## src/rtl/dac_pkg.sv

```systemverilog
// dac_pkg: shared state type and constants for the DAC transmit path.
//   state_t       : transmitter FSM states
//   DATA_W        : default DAC bus width
//   CLK_PSRAM_MHZ : system clock frequency, used to derive the divider
package dac_pkg;
    typedef enum logic [1:0] {IDLE, PRIME, RUN, STOP} state_t;
    localparam int DATA_W = 12;
    localparam int CLK_PSRAM_MHZ = 84;
    // Half-period divider giving the requested DAC sample rate in kHz.
    function automatic int clk_div_for(input int rate_khz);
        return (CLK_PSRAM_MHZ * 1000) / (2 * rate_khz);
    endfunction
endpackage

```

## src/rtl/dac_transmitter_sample_fifo.sv

```systemverilog
// sample_fifo: synchronous FIFO buffering DAC samples.
//   clk_PSRAM, rst : clock, asynchronous active-high reset
//   push, wdata    : write request and data (ignored when full)
//   pop, rdata     : read request (ignored when empty) and head of queue
//   full, empty    : occupancy flags
//   count          : number of stored entries
module sample_fifo #(
    parameter int WIDTH = 12,
    parameter int DEPTH = 4
) (
    input  logic                       clk_PSRAM,
    input  logic                       rst,
    input  logic                       push,
    input  logic [WIDTH-1:0]           wdata,
    input  logic                       pop,
    output logic [WIDTH-1:0]           rdata,
    output logic                       full,
    output logic                       empty,
    output logic [$clog2(DEPTH):0]     count
);
    localparam int AW = $clog2(DEPTH);
    logic [WIDTH-1:0] mem [DEPTH];
    logic [AW-1:0] wr_ptr, rd_ptr;
    logic do_push, do_pop;

    assign full    = count == (AW+1)'(DEPTH);
    assign empty   = count == '0;
    assign do_push = push && !full;
    assign do_pop  = pop && !empty;
    assign rdata   = mem[rd_ptr];

    always_ff @(posedge clk_PSRAM) begin
        if (do_push) mem[wr_ptr] <= wdata;
    end

    // DEPTH is a power of two, so the pointers wrap on their own.
    always_ff @(posedge clk_PSRAM or posedge rst) begin
        if (rst) begin
            wr_ptr <= '0;
            rd_ptr <= '0;
            count  <= '0;
        end else begin
            if (do_push) wr_ptr <= wr_ptr + 1'b1;
            if (do_pop) rd_ptr <= rd_ptr + 1'b1;
            count <= count + (AW+1)'(do_push) - (AW+1)'(do_pop);
        end
    end
endmodule

```

## src/rtl/dac_transmitter.sv

```systemverilog
// dac_transmitter: streams buffered samples onto a parallel DAC bus with a divided DAC clock.
//   clk_PSRAM, rst    : system clock, asynchronous active-high reset
//   dac_enable        : level request to stream
//   s_data/valid/ready: upstream sample handshake into the internal FIFO
//   dac_clk, dac_data : DAC clock and registered data bus (DAC latches on rising edge)
//   running           : high while streaming
//   underflow         : sticky, FIFO was empty at a required sample update
module dac_transmitter
    import dac_pkg::*;
#(
    parameter int DATA_W      = dac_pkg::DATA_W,
    parameter int CLK_DIV     = clk_div_for(1000),
    parameter int FIFO_DEPTH  = 4,
    parameter int PRIME_LEVEL = 2
) (
    input  logic              clk_PSRAM,
    input  logic              rst,
    input  logic              dac_enable,
    input  logic [DATA_W-1:0] s_data,
    input  logic              s_valid,
    output logic              s_ready,
    output logic              dac_clk,
    output logic [DATA_W-1:0] dac_data,
    output logic              running,
    output logic              underflow
);
    localparam int DIV_W = $clog2(CLK_DIV);
    localparam int CNT_W = $clog2(FIFO_DEPTH) + 1;

    state_t            state;
    logic [DIV_W-1:0]  div;
    logic [DATA_W-1:0] head;
    logic [CNT_W-1:0]  count;
    logic              full, empty, pop, tick, fall, primed;

    assign tick    = div == DIV_W'(CLK_DIV - 1);
    // Samples change on the falling toggle, half a DAC period before the latching edge.
    assign fall    = tick && dac_clk;
    assign primed  = count >= CNT_W'(PRIME_LEVEL);
    assign s_ready = !full;
    assign pop     = (state == PRIME && dac_enable && primed) || (state == RUN && fall && !empty);

    sample_fifo #(.WIDTH(DATA_W), .DEPTH(FIFO_DEPTH)) u_fifo (
        .clk_PSRAM (clk_PSRAM),
        .rst       (rst),
        .push      (s_valid),
        .wdata     (s_data),
        .pop       (pop),
        .rdata     (head),
        .full      (full),
        .empty     (empty),
        .count     (count)
    );

    always_ff @(posedge clk_PSRAM or posedge rst) begin
        if (rst) begin
            state     <= IDLE;
            div       <= '0;
            dac_clk   <= 1'b0;
            dac_data  <= '0;
            running   <= 1'b0;
            underflow <= 1'b0;
        end else begin
            case (state)
                IDLE: begin
                    div     <= '0;
                    dac_clk <= 1'b0;
                    if (dac_enable) begin
                        state     <= PRIME;
                        underflow <= 1'b0;
                    end
                end
                PRIME: begin
                    if (!dac_enable) state <= IDLE;
                    else if (primed) begin
                        state    <= RUN;
                        running  <= 1'b1;
                        dac_data <= head;
                        div      <= '0;
                        dac_clk  <= 1'b0;
                    end
                end
                RUN: begin
                    div <= tick ? '0 : div + 1'b1;
                    if (tick) dac_clk <= !dac_clk;
                    if (fall) begin
                        if (!empty) dac_data <= head;
                        else underflow <= 1'b1;
                    end
                    if (!dac_enable) begin
                        state   <= STOP;
                        running <= 1'b0;
                    end
                end
                STOP: begin
                    // Finish the current DAC period so no runt pulse reaches the DAC.
                    div <= tick ? '0 : div + 1'b1;
                    if (tick) dac_clk <= !dac_clk;
                    if (fall) state <= IDLE;
                end
            endcase
        end
    end
endmodule

```

## config.mk

```make
export PLATFORM = sky130hd
export DESIGN_NAME = dac_transmitter
export DESIGN_NICKNAME = d
export VERILOG_FILES = /design/src/rtl/dac_pkg.sv /design/src/rtl/dac_transmitter_sample_fifo.sv /design/src/rtl/dac_transmitter.sv
export SDC_FILE = /design/constraint.sdc
export NUM_CORES = 1
export LEC_CHECK = 0
export CORE_MARGIN = 2
export CORE_UTILIZATION = 45
export CTS_BUF_LIST = sky130_fd_sc_hd__clkbuf_4 sky130_fd_sc_hd__clkbuf_8 sky130_fd_sc_hd__clkbuf_16
export DETAILED_ROUTE_END_ITERATION = 16
export PLACE_DENSITY = 0.65
export SYNTH_ARGS = -nofsm -noshare
export SYNTH_HDL_FRONTEND = slang
export SYNTH_SLANG_ARGS = --single-unit
```

## constraint.sdc

```tcl
create_clock -name clk_PSRAM -period 6.35 [get_ports clk_PSRAM]
set_input_delay 1.5875 -clock clk_PSRAM [delete_from_list [all_inputs] [get_ports clk_PSRAM]]
set_output_delay 1.5875 -clock clk_PSRAM [all_outputs]
set_load 0.01 [all_outputs]
```

==> summary.md <==
| Metric | Value |
|---|---|
| Dpl cells | `~320` |
| FF-to-FF Start | `u_fifo.count[1]` |
| Post-synth cell types | `32` |
| Die W | `89.3 um` |
| M1 GR Usage | `about a fifth` |
| Clock-pin slew on the worst setup and hold paths | `~80 ps` |
| Worst-Skew Late Latency | `350 ps` |
| Met2 Track Usage GR | `a little under a quarter` |
| Routability Congestion | `between 0.7 and 0.8` |
| Worst Hold Endpoint | `dac_data[1]` |
| Critical Path RT | `between 6000 and 7000 ps` |
| Final Net Count | `roughly 260` |
| GRT Residual Overflow | `0` |
| IO buf count | `31` |
| Max Cap Violations | `0` |
| WHS Path Cells | `1` |
| R2r setup slk | `~3800 ps` |
| WS Path Type | `input pin to register` |
| Part of the power in registers | `between 40% and 50%` |
| Most frequent cells in the layout | `48 x edfxtp_1, 31 x clkdlybuf4s50_1, 30 x dfrtp_1` |
| Sequential share of the synthesized area | `about 67%` |
| DP Area | `3660 um^2` |
| Post-CTS sizing | `0` |
| Sink Count | `between 70 and 80` |
| Period utilization | `roughly 54%` |
| Post-Synth Adder-Cell Area | `4.05%` |
| Worst setup SP type | `input pin` |
| Gr usage total | `15.0%` |
| Hold buffers post-CTS | `0` |
| Sw Ratio | `around 30%` |
| Worst hold margin | `between 500 and 600 ps` |
| Status | `completed` |
| Share of cells above drive strength 1 | `between 10% and 20%` |
| CP peak stage delay | `~510 ps` |
| Io pins | `32` |
| First-pass GRT wire length | `about 8500 um` |
| Clock skew | `approximately 7.6 ps` |
| Antenna violations before repair | `0` |
| Largest net degree at the start of global routing | `31` |
| Post-synthesis compound-gate area fraction | `3.71%` |
| RSZ-0062 raised after global routing | `false` |
| Internal | `~1.2 mW` |
| Worst setup margin | `about 2900 ps` |
| DRT Pass-1 Iters | `4` |
| Root buffer cell | `clkbuf_8` |
| Core area | `7140 um^2` |
| Initial Util | `a little under half` |
| Post-layout min period | `~3500 ps` |
| Synth Area in Simple Gates | `between 6 and 7%` |
| Worst-margin pin slew | `about 800 ps` |
| Vias/cell | `5.05` |
| FP Rows | `31` |
| Critical Path AT | `about 3700 ps` |
| Warnings from Yosys | `0` |
| Final setup violation count | `0` |
| Drt wl/cell | `~16 um` |
| Pre-CTS setup slack | `roughly 2500 ps` |
| Reg2reg path depth | `11` |
| Detailed router's first-iteration violation count | `100` |
| Gate Count Post-Synth | `191` |
| Max VDD drop | `0.175 mV` |
| Non-filler instance count after layout | `~330` |
| Mux cell area share after synthesis | `around 14%` |
| Syn_area_per_cell | `~17 um^2` |
| Final Instance Area | `a little under 4000 um^2` |
| Die area | `7970 um^2` |
| Hold Path Origin | `dac_data[1]` |
| Most common cell after layout, fill and taps aside | `edfxtp_1` |
| Reg2reg end | `u_fifo.count[2]` |
| CP max stage cell | `clkdlybuf4s50_1` |
| Synthesis-stage register bit count | `between 70 and 80` |
| Die Ht | `just under 90 um` |
| Slew margin rel. | `45.6%` |
| Setup tns final | `0 ps` |
| Post-detail-place hpwl | `roughly 3400 um` |
| Synth Cell Area | `around 3300 um^2` |
| Largest family of logic cells by synthesized area | `multiplexers` |
| Part of the power in combinational logic | `roughly 29%` |
| Vias in the first global route | `around 1700` |
| DRT Wirelength | `~5300 um` |
| Vias | `roughly 1700` |
| Postcts setup bufs | `0` |
| Antenna viol nets, final | `0` |
| NetSw | `~500 uW` |
| CP Capture Type | `register` |
| Critical Path Fanout Max | `5` |
| Total CTS buffers | `9` |
| Worst path cell trace | `clkdlybuf4s50_1 -> and4bb_2 -> a21oi_1 -> nor2_1 -> ha_1 -> inv_1 -> ha_1 -> inv_1 -> fa_1 -> xor2_1` |
| P&R area growth vs syn | `18.2%` |
| Leak pwr | `1.52 nW` |
| Clock Tree Buf Depth | `2` |
| Fmax | `289 MHz` |
| CTS tree | `built` |
| CTS H-tree lvls | `3` |
| XOR/XNOR Fraction of Synth Area | `1.61%` |
| Clock share of power | `22.1%` |
| N_diodes | `0` |
| Pwr dens | `~430 nW/um^2` |
| Final Max Slew Viols | `0` |
| Top Usage Layer GRT | `met2` |
| Final Hold Violating Endpoints | `0` |
| Routing usage on met3 | `~4.3%` |
| Residual DRC | `0` |
| Synth Net Count | `217` |
| Hold Crit Class | `register to register` |
## area by class of cell
cell class              count  area, um^2
clock buffers              10         131
well taps                  99         124
multi-input cells          95         981
flip-flops and latches     78        2190
inverters                  13        48.8
repair buffers             32         318
clock inverters             6        71.3
fillers                   601        3270
## critical path: cells and delay by family
| family | cells | cell delay, ps |
|---|---|---|
| compound gates | 1 | 70 |
| xor+xnor | 1 | 170 |
| fa+ha+maj | 3 | 760 |
| buf+inv | 3 | 620 |
| simple gates | 2 | 490 |
## how the worst max path moves through the flow
stage	from	to	slack (ps)	cells past startpoint
after floorplan	dac_enable	u_fifo.count[2]	3180	9
after global placement	dac_enable	u_fifo.count[2]	2580	10
after detailed placement	dac_enable	u_fifo.count[2]	2540	10
after CTS	dac_enable	u_fifo.count[2]	2890	10
after global routing	dac_enable	u_fifo.count[2]	2760	10
final	dac_enable	u_fifo.count[2]	2900	10
## power groups by stage
stage	combinational (mW)	sequential, mW	clock (mW)
global placement	0.482	0.832	0
floorplan	0.363	0.791	0
global route	0.546	0.843	0.402
CTS	0.497	0.826	0.382
finish	0.485	0.822	0.371
detailed placement	0.493	0.835	0
## layer usage
layer	vias up	share of wire (%)
met5	-	0
met4	0	2.0
met3	9	3.7
met2	30	48
met1	845	46
li1	799	-
## sequential cells by signal, indices dropped and copies added, names as in the netlist, named ones only
register / flops
div: 6
running: 1
dac_data: 12
state: 1
dac_clk: 1
u_fifo.wr_ptr: 2
u_fifo.count: 3
u_fifo.mem: 48
underflow: 1
u_fifo.rd_ptr: 2
## synth_stat cells
library cell | instances | area (um^2)
clkbuf_1 | 2 | 7.51
a21oi_1 | 3 | 15.0
inv_1 | 13 | 48.8
a31oi_4 | 1 | 21.3
xor2_1 | 4 | 35.0
mux4_1 | 4 | 105
dfrtp_1 | 30 | 751
mux2_2 | 3 | 33.8
and4bb_4 | 1 | 16.3
and2_0 | 1 | 6.26
mux4_2 | 8 | 180
and4b_1 | 1 | 10.0
edfxtp_1 | 48 | 1440
nand4_1 | 3 | 18.8
buf_6 | 2 | 22.5
fa_1 | 1 | 20.0
nand2_1 | 11 | 41.3
or3_4 | 1 | 11.3
nor2b_1 | 3 | 18.8
nor3_1 | 2 | 10.0
buf_12 | 1 | 20.0
a21o_1 | 1 | 7.51
o21ai_0 | 12 | 60.1
and3_1 | 6 | 37.5
o311ai_0 | 1 | 8.76
mux2_4 | 10 | 150
a311oi_1 | 1 | 8.76
and4bb_2 | 1 | 12.5
xnor2_1 | 2 | 17.5
nor2_1 | 2 | 7.51
nand3_1 | 3 | 15.0
ha_1 | 9 | 113
## cell families after synthesis
kind of cell	after synthesis
compound gates	19
simple gates	35
xor+xnor	6
buf+inv	18
flops	78
mux	25
fa+ha+maj	10
## metrics by stage
stage	util, %	power [mW]
finish	54.2	1.68
global route	54.2	1.79
CTS	54.2	1.70
detailed placement	51.3	1.33
global placement	51.3	1.31
floorplan	-	1.15
Power figures use the tool's default switching activity.
